<file path="src/rtl/udp_frame_tx.sv">
// udp_frame_tx: emits one Ethernet II / IPv4 / UDP frame per accepted start, byte by byte.
// Define UDP_FRAME_TX_PAD_EN to zero-pad short payloads up to the 64-byte minimum frame.
module udp_frame_tx #(
    parameter int TTL         = 64,
    parameter int MAX_PAYLOAD = 1472,
    parameter int IFG_BYTES   = 12
) (
    input  logic        clk,
    input  logic        rst,
    input  logic        start,
    input  logic [47:0] dest_mac,
    input  logic [47:0] src_mac,
    input  logic [31:0] src_ip,
    input  logic [31:0] dest_ip,
    input  logic [15:0] src_port,
    input  logic [15:0] dest_port,
    input  logic [15:0] payload_len,
    output logic        busy,
    output logic        len_err,
    input  logic [7:0]  pl_data,
    input  logic        pl_valid,
    output logic        pl_ready,
    output logic [7:0]  tx_data,
    output logic        tx_valid,
    input  logic        tx_ready,
    output logic        tx_last
);
    typedef enum logic [3:0] {
        S_IDLE, S_PRE, S_ETH, S_IP, S_UDP, S_PAY, S_PAD, S_FCS, S_IFG
    } state_t;

    localparam logic [15:0] MAX_LEN = 16'(MAX_PAYLOAD);
    localparam logic [15:0] IFG_END = 16'(IFG_BYTES - 1);

    state_t      state_q, state_d, after_pay;
    logic [15:0] cnt_q, cnt_d;
    logic [47:0] dmac_q, smac_q;
    logic [31:0] sip_q, dip_q;
    logic [15:0] sport_q, dport_q, len_q;
    logic [15:0] id_q, csum_q, csum_d;
    logic [31:0] crc_q, crc_n;
    logic        len_err_q;
    logic        accept, fire;
    logic [15:0] tot_len, udp_len;
    logic [41:0][7:0] hdr;

    function automatic logic [31:0] crc_byte(input logic [31:0] c, input logic [7:0] b);
        logic [31:0] r;
        r = c ^ {24'h0, b};
        for (int i = 0; i < 8; i++)
            r = r[0] ? ((r >> 1) ^ 32'hEDB88320) : (r >> 1);
        return r;
    endfunction

    assign accept  = (state_q == S_IDLE) && start && (payload_len <= MAX_LEN);
    assign fire    = tx_valid && tx_ready;
    assign busy    = (state_q != S_IDLE);
    assign len_err = len_err_q;
    assign tot_len = len_q + 16'd28;
    assign udp_len = len_q + 16'd8;
    assign crc_n   = ~crc_q;

    // Byte 0 of the header (first dest_mac byte) sits at hdr[41].
    assign hdr = {dmac_q, smac_q, 16'h0800,
                  8'h45, 8'h00, tot_len, id_q, 16'h4000, 8'(TTL), 8'h11, csum_q, sip_q, dip_q,
                  sport_q, dport_q, udp_len, 16'h0000};

`ifdef UDP_FRAME_TX_PAD_EN
    assign after_pay = (len_q < 16'd18) ? S_PAD : S_FCS;
`else
    assign after_pay = S_FCS;
`endif

    always_comb begin
        logic [19:0] sum;
        logic [16:0] fold;
        sum = 20'h04500 + 20'(tot_len) + 20'(id_q) + 20'h04000 + 20'({8'(TTL), 8'h11})
            + 20'(sip_q[31:16]) + 20'(sip_q[15:0]) + 20'(dip_q[31:16]) + 20'(dip_q[15:0]);
        fold   = 17'(sum[15:0]) + 17'(sum[19:16]);
        fold   = 17'(fold[15:0]) + 17'(fold[16]);
        csum_d = ~fold[15:0];
    end

    always_ff @(posedge clk or posedge rst) begin
        if (rst) state_q <= S_IDLE;
        else     state_q <= state_d;
    end

    always_comb begin
        state_d = state_q;
        cnt_d   = cnt_q;
        case (state_q)
            S_IDLE: if (accept) begin state_d = S_PRE; cnt_d = '0; end
            S_PRE: if (fire) begin
                if (cnt_q == 16'd7) begin state_d = S_ETH; cnt_d = '0; end
                else cnt_d = cnt_q + 16'd1;
            end
            S_ETH: if (fire) begin
                if (cnt_q == 16'd13) begin state_d = S_IP; cnt_d = '0; end
                else cnt_d = cnt_q + 16'd1;
            end
            S_IP: if (fire) begin
                if (cnt_q == 16'd19) begin state_d = S_UDP; cnt_d = '0; end
                else cnt_d = cnt_q + 16'd1;
            end
            S_UDP: if (fire) begin
                cnt_d = cnt_q + 16'd1;
                if (cnt_q == 16'd7) begin
                    state_d = (len_q != 16'd0) ? S_PAY : after_pay;
                    cnt_d   = '0;
                end
            end
            S_PAY: if (fire) begin
                if (cnt_q == len_q - 16'd1) begin state_d = after_pay; cnt_d = '0; end
                else cnt_d = cnt_q + 16'd1;
            end
`ifdef UDP_FRAME_TX_PAD_EN
            S_PAD: if (fire) begin
                if (cnt_q == 16'd17 - len_q) begin state_d = S_FCS; cnt_d = '0; end
                else cnt_d = cnt_q + 16'd1;
            end
`endif
            S_FCS: if (fire) begin
                if (cnt_q == 16'd3) begin state_d = S_IFG; cnt_d = '0; end
                else cnt_d = cnt_q + 16'd1;
            end
            S_IFG: if (tx_ready) begin
                if (cnt_q == IFG_END) begin state_d = S_IDLE; cnt_d = '0; end
                else cnt_d = cnt_q + 16'd1;
            end
            default: begin state_d = S_IDLE; cnt_d = '0; end
        endcase
    end

    always_comb begin
        tx_valid = 1'b0;
        tx_data  = 8'h00;
        tx_last  = 1'b0;
        pl_ready = 1'b0;
        case (state_q)
            S_PRE: begin tx_valid = 1'b1; tx_data = (cnt_q == 16'd7) ? 8'hD5 : 8'h55; end
            S_ETH: begin tx_valid = 1'b1; tx_data = hdr[6'd41 - cnt_q[5:0]]; end
            S_IP:  begin tx_valid = 1'b1; tx_data = hdr[6'd27 - cnt_q[5:0]]; end
            S_UDP: begin tx_valid = 1'b1; tx_data = hdr[6'd7 - cnt_q[5:0]]; end
            S_PAY: begin tx_valid = pl_valid; tx_data = pl_data; pl_ready = tx_ready; end
`ifdef UDP_FRAME_TX_PAD_EN
            S_PAD: tx_valid = 1'b1;
`endif
            S_FCS: begin
                tx_valid = 1'b1;
                tx_data  = crc_n[{cnt_q[1:0], 3'b000} +: 8];
                tx_last  = (cnt_q == 16'd3);
            end
            default: ;
        endcase
    end

    always_ff @(posedge clk or posedge rst) begin
        if (rst) begin
            cnt_q     <= '0;
            dmac_q    <= '0;
            smac_q    <= '0;
            sip_q     <= '0;
            dip_q     <= '0;
            sport_q   <= '0;
            dport_q   <= '0;
            len_q     <= '0;
            id_q      <= '0;
            csum_q    <= '0;
            crc_q     <= '1;
            len_err_q <= 1'b0;
        end else begin
            cnt_q     <= cnt_d;
            csum_q    <= csum_d;
            len_err_q <= (state_q == S_IDLE) && start && (payload_len > MAX_LEN);
            if (accept) begin
                dmac_q  <= dest_mac;
                smac_q  <= src_mac;
                sip_q   <= src_ip;
                dip_q   <= dest_ip;
                sport_q <= src_port;
                dport_q <= dest_port;
                len_q   <= payload_len;
                crc_q   <= '1;
            end else if (fire && (state_q inside {S_ETH, S_IP, S_UDP, S_PAY, S_PAD})) begin
                crc_q <= crc_byte(crc_q, tx_data);
            end
            // Identification advances once the last FCS byte has left.
            if (fire && tx_last) id_q <= id_q + 16'd1;
        end
    end
endmodule
</file>
<file path="config.mk">
export PLATFORM = sky130hd
export DESIGN_NAME = udp_frame_tx
export DESIGN_NICKNAME = d
export VERILOG_FILES = /design/src/rtl/udp_frame_tx.sv
export SDC_FILE = /design/constraint.sdc
export NUM_CORES = 1
export LEC_CHECK = 0
export CORE_ASPECT_RATIO = 0.8
export CORE_UTILIZATION = 42
export DETAILED_ROUTE_END_ITERATION = 8
export DONT_BUFFER_PORTS = 1
export HOLD_SLACK_MARGIN = 0.06
export PLACE_DENSITY = 0.61
export SLEW_MARGIN = 25
export SYNTH_ARGS = -nofsm -noshare
export SYNTH_HDL_FRONTEND = slang
export SYNTH_SLANG_ARGS = --single-unit
</file>
<file path="constraint.sdc">
create_clock -name clk -period 10.6 [get_ports clk]
set_input_delay 3.18 -clock clk [delete_from_list [all_inputs] [get_ports clk]]
set_output_delay 3.18 -clock clk [all_outputs]
set_load 0.01 [all_outputs]
</file>
Word-level counts from Yosys, hierarchy flattened
Cells that the tools add are included.

cells by class
  $add $sub $neg = 18
  $lt $le $gt $ge = 5
  equal/unequal tests = 30
  shifts and indexed selects = 1
  muxes and demuxes = 52
  bitwise gates (word level) = 11
  reduce and logical (&&, ||, !) cells = 15

operators by type and width
  operator                  number
  $mux W32                  10
  $mux W16                  13
  $bmux W8 S6               3
  $not A13 Y14              8
  $pmux W16 S7              1
  $add A20 B16 Y20          4
  $mux W4                   15
  $pmux W8 S6               1
  $add A16 B1 Y16 const B   2
  $eq A16 B4 Y1 const B     2
  $mux W8                   4
  $not A32 Y32              1
  $pmux W4 S8               1
  $shiftx A32 B6 Y8         1
  $xor A32 B8 Y32           1
  $ne A2 B2 Y1 const B      15
  $lt A6 B7 Y1 const B      3
  $add A19 B15 Y20 const B  1
  $add A18 B15 Y19 const B  1
  $add A17 B16 Y18          1
  $add A15 B16 Y17 const A  1
  $add A16 B4 Y17           1
  $add A16 B1 Y16           1
  $add A16 B4 Y16 const B   1
  other kinds (30)          40

word-level totals
  bits in registers = 293
  input bits = 221
  output and inout port bits = 13
  logic and storage cells = 145

Logic depth before layout (Yosys ltp)
  depth after elaboration = 23
  gate-level depth with buffers = 44
  depth with buffers taken out = 43

Worst setup path before layout
No wires, ideal clock.

  kind = reg-to-reg
  from = register len_q[4]
  to = register csum_q[15]
  setup time = 128 ps
  arrival = 8782 ps
  required time = 10472 ps
  slack = 1691 ps
  cell stages (with the launch flop) = 44
  path buffers = 1
  period minus slack after synthesis = 8909 ps
  cells stage by stage = dfrtp_1 -> buf_2 -> inv_1 -> ha_1 -> a21boi_1 -> o21ai_0 -> and2_1 -> fa_1 -> inv_1 -> fa_1 -> inv_1 -> fa_1 -> fa_1 -> inv_1 -> ha_1 -> nor3_1 -> nor2_1 -> a311oi_1 -> (+8 left out) -> nor2b_1 -> o21bai_1 -> nor3_1 -> and4_1 -> nand4_1 -> nor3_1 -> and3_1 -> ha_1 -> and3_1 -> nand2_1 -> nor2_1 -> nand2_1 -> nor2_1 -> nand2_1 -> or3_1 -> nor4_1 -> a21oi_1 -> xor2_1

between the ends
  word-level cells in the longest chain between the ends = 12

ends and longest elaborated chain
  element                         line  RTL
  start: declaration              39    logic [15:0] sport_q, dport_q, len_q;
  start signal: assignment        183   len_q <= payload_len;
  $add A16 B5 Y16                 59    assign tot_len = len_q + 16'd28;
  $add A15 B16 Y17                77    sum = 20'h04500 + 20'(tot_len) + 20'(id_q) + 20'h04000 + 20'({8'(TTL), 8'h11})
  $add A17 B16 Y18                77
  $add A18 B15 Y19                77
  $add A19 B15 Y20                77
  $add A20 B16 Y20 (4 in series)  78    + 20'(sip_q[31:16]) + 20'(sip_q[15:0]) + 20'(dip_q[31:16]) + 20'(dip_q[15:0]);
  $add A16 B4 Y17                 79    fold = 17'(sum[15:0]) + 17'(sum[19:16]);
  $add A16 B1 Y16                 80    fold = 17'(fold[15:0]) + 17'(fold[16]);
  $not A16 Y16                    81    csum_d = ~fold[15:0];
  net csum_d[15]                  40    logic [15:0] id_q, csum_q, csum_d;
  end signal: assignment          174   csum_q <= csum_d;
  end: declaration                40

The timed path passes the listed nets, and every way through them passes these cells.
A chain may end at the register's enable or synchronous reset.

Worst setup path in the final report
Ends and elaborated chain as after synthesis.

==> qor.tcl <==
set qor(outcome) {finished clean}
set qor(post-route-period-util) 0.9218
set qor(clk_pin_slew_ns) 0.06
set qor(post-dp-hpwl_mm) 67.46
set qor(critical_path.max_fanout) 10
set qor(route.antenna.remaining_nets) 0
set qor(drive_gt1_frac) 0.1074
set qor(dpl.cell_count) 3175
set qor(synthesis.instances) 2596
set qor(via_cell_ratio) 6.147
set qor(crit-reg2reg-launch) {len_q[4]}
set qor(slew_hr) 0.2546
set qor(global_route.usage.total) 0.3120
set qor(max-cap-violations) 0
set qor(finalMaxSlewViolations) 0
set qor(design_power_total_mw) 4.576
set qor(cell_pwr_density_mw_per_mm2) 185.9
set qor(mappedNetlistNets) 2939
set qor(final-setup-viol-count) 0
set qor(synth-seq-cells) 293
set qor(core_mm2) 0.05411
set qor(insertion_delay_ns) 0.58
set qor(post_cts_resize_count) 0
set qor(setup_total_negative_slack_ns) 0
set qor(final_hold_viol_count) 0
set qor(routed_wire_length_per_instance_um) 27.10
set qor(detail_route.wirelength_mm) 87.68
set qor(via_count_of_the_first_global_routing_pass) 19260
set qor(grt_start_max_net_pins) 174
set qor(crit_slowest_cell) {dfrtp_1}
set qor(routabilityCongestion) 1.048
set qor(synth.cell_area_mm2) 0.02309
set qor(chipHeight_um) 211.7
set qor(ys_async_sr_fraction) 1.000
set qor(yosys_warnings) 0
set qor(average_size_of_a_mapped_cell_um2) 8.895
set qor(die_area_mm2) 0.05593
set qor(antenna_violations_before_repair) 1
set qor(design.final.nets) 2853
set qor(worst-setup-path-type) {reg -> reg}
set qor(whs_ns) 0.4739
set qor(startpoint_type) {register}
set qor(synth-edff-count) 0
set qor(via_count) 19890
set qor(ys_types) 107
set qor(pin_count) 234
set qor(ctsHoldBuffers) 0
set qor(numPortBuffers) 0
set qor(max_slew.worst_pin.slew_ns) 1.090
set qor(dr.first_iter.drc_count) 2185
set qor(rsz0062_at_grt) {no}
set qor(num_antenna_cells) 0
set qor(end_kind) {register}
set qor(drt_drc) 0
set qor(numClockSinks) 293
set qor(hold_path_startpoint) {smac_q[12]}
set qor(ys.flop_type) {dfrtp_1}
set qor(cp_max_stage_delay_ns) 0.57
set qor(grt_remaining_overflow) 0
set qor(first_pass_iters) 6
set qor(clockRootBuffer) {clkbuf_16}
set qor(global_route_wire_length_before_repair_mm) 129.0
set qor(initial_core_util) 0.4268
set qor(cts_buffers) 34
set qor(fin_crit_ns) 9.771
set qor(cts.path.max_buffers) 3
set qor(die_x_um) 264.2
set qor(final.setup_skew_ns) 0.02966
set qor(critical_path.startpoint) {len_q[4]}
set qor(sequential_to_total_area_share_from_yosys_stat) 0.3192
set qor(critPathRequiredTime_ns) 11.02
set qor(growth_of_design_area_from_synthesis_to_finish_pct) 6.599
set qor(postCtsSetupRepairBufs) 0
set qor(cp.arrival_ns) 10.19
set qor(cts_tree) {yes}
set qor(achievable_frequency_mhz) 102.3
set qor(fillers) 5203
set qor(hold_class) {reg -> reg}
set qor(htreeDepth) 2
set qor(site_row_count) 76
set qor(post_layout_nonfiller_instances) 3235
set qor(leakagePower_nw) 10.90
set qor(vdd_ir_drop_max_uv) 128.7
## final timing paths
kind / slack [ns] / endpoint / cells past startpoint
worst max-delay path: 0.83 / csum_q[15] / 42
worst min register to register: 0.47 / smac_q[12] / 2
worst max register to register: 0.83 / csum_q[15] / 42
min in group asynchronous: 2.66 / state_q[3] / 2
worst min-delay path: 0.47 / smac_q[12] / 2
max in group asynchronous: 7.11 / sport_q[9] / 2
## flip-flops by register name (all words and copies together) (netlist names)
| signal | flops |
|---|---|
| dport_q | 16 |
| state_q | 4 |
| sport_q | 16 |
| len_err | 1 |
| cnt_q | 16 |
| len_q | 16 |
| sip_q | 32 |
| dmac_q | 48 |
| csum_q | 16 |
| id_q | 16 |
| crc_q | 32 |
| dip_q | 32 |
| smac_q | 48 |
## cells in the mapped netlist, types with 12 or more instances
master	n	area [um2]
clkbuf_1	84	315.3
and2_1	12	75.07
nand2b_1	17	106.4
o31ai_1	16	120.1
dfrtp_1	261	6531
o211ai_1	15	112.6
nand4_1	26	162.7
a31oi_1	24	150.1
nand2_1	659	2474
nor2_1	101	379.1
dfstp_2	32	840.8
ha_1	59	738.2
buf_6	20	225.2
o21ai_0	124	620.6
a211oi_1	18	135.1
nor3_1	67	335.3
or3_1	12	75.07
o22ai_1	28	175.2
nor4_1	16	100.1
mux2i_1	68	680.7
and3_1	25	156.4
xor2_1	48	420.4
mux4_2	67	1509
buf_2	42	210.2
nand3_1	46	230.2
fa_1	63	1261
mux2_2	12	135.1
xnor2_1	102	893.4
nor2b_1	14	87.58
a21oi_1	108	540.5
o221ai_1	20	175.2
inv_1	160	600.6
## metrics by stage
| step | instance area (um2) | util | setup WS [ns] |
|---|---|---|---|
| 6_report | 24620 | 0.4550 | 0.8293 |
| 5_1_grt | 24620 | 0.4550 | 0.003451 |
| 4_1_cts | 24580 | 0.4544 | 0.6697 |
| 3_5_place_dp | 23410 | 0.4327 | 0.6932 |
| 3_3_place_gp | 23410 | 0.4326 | 0.9618 |
| 2_1_floorplan | 23100 | - | 1.691 |
## logic make-up after synthesis
kind of cell / after synthesis / share of synthesized area
adders and majority gates: 122 / 0.08658
and+or+nand+nor: 1033 / 0.1945
muxes: 161 / 0.1160
DFF: 293 / 0.3192
buffers and inverters: 328 / 0.06860
AOI/OAI and AO/OA: 488 / 0.1391
xor gates and xnor gates: 171 / 0.07596
## final cells by class
cell class	count	area, um2	area share
inverter	164	619.3	0.02516
timing repair buffer	42	372.9	0.01515
sequential	293	7381	0.2998
multi-input combinational	1975	14190	0.5764
clock buffer	43	924.6	0.03756
clock inverter	16	250.2	0.01017
tap	702	878.3	0.03568
## metal layers
metal	track usage	part of all wire
met3	0.08422	0.097
met5	0	0
met2	0.4522	0.42
met1	0.4506	0.45
met4	0.09643	0.031
## power breakdown
group	switching [mW]	total, mW	internal [mW]
combinational	1.19	1.97	0.778
clock	0.522	1.25	0.728
sequential	0.123	1.36	1.24
## placed cells by master, fill, tap and decap left out, drive strengths merged, types with 68 or more instances in the layout
cell type,n
mux2i,68
nor3,68
mux4,80
a21oi,109
inv,162
nand2,659
xnor2,114
dfrtp,261
nor2,102
o21ai,132
## worst max-delay path, delay by kind of cell, from the launching register on
| family | cells | cell delay (ns) |
|---|---|---|
| AND/OR/NAND/NOR | 18 | 3.56 |
| flip-flops | 1 | 0.57 |
| XOR/XNOR | 2 | 0.32 |
| buffers and inverters | 5 | 0.34 |
| adder cells (fa/ha/maj) | 9 | 3.24 |
| AO/OA/AOI/OAI | 8 | 1.57 |
(Power assumes the default switching activity.)
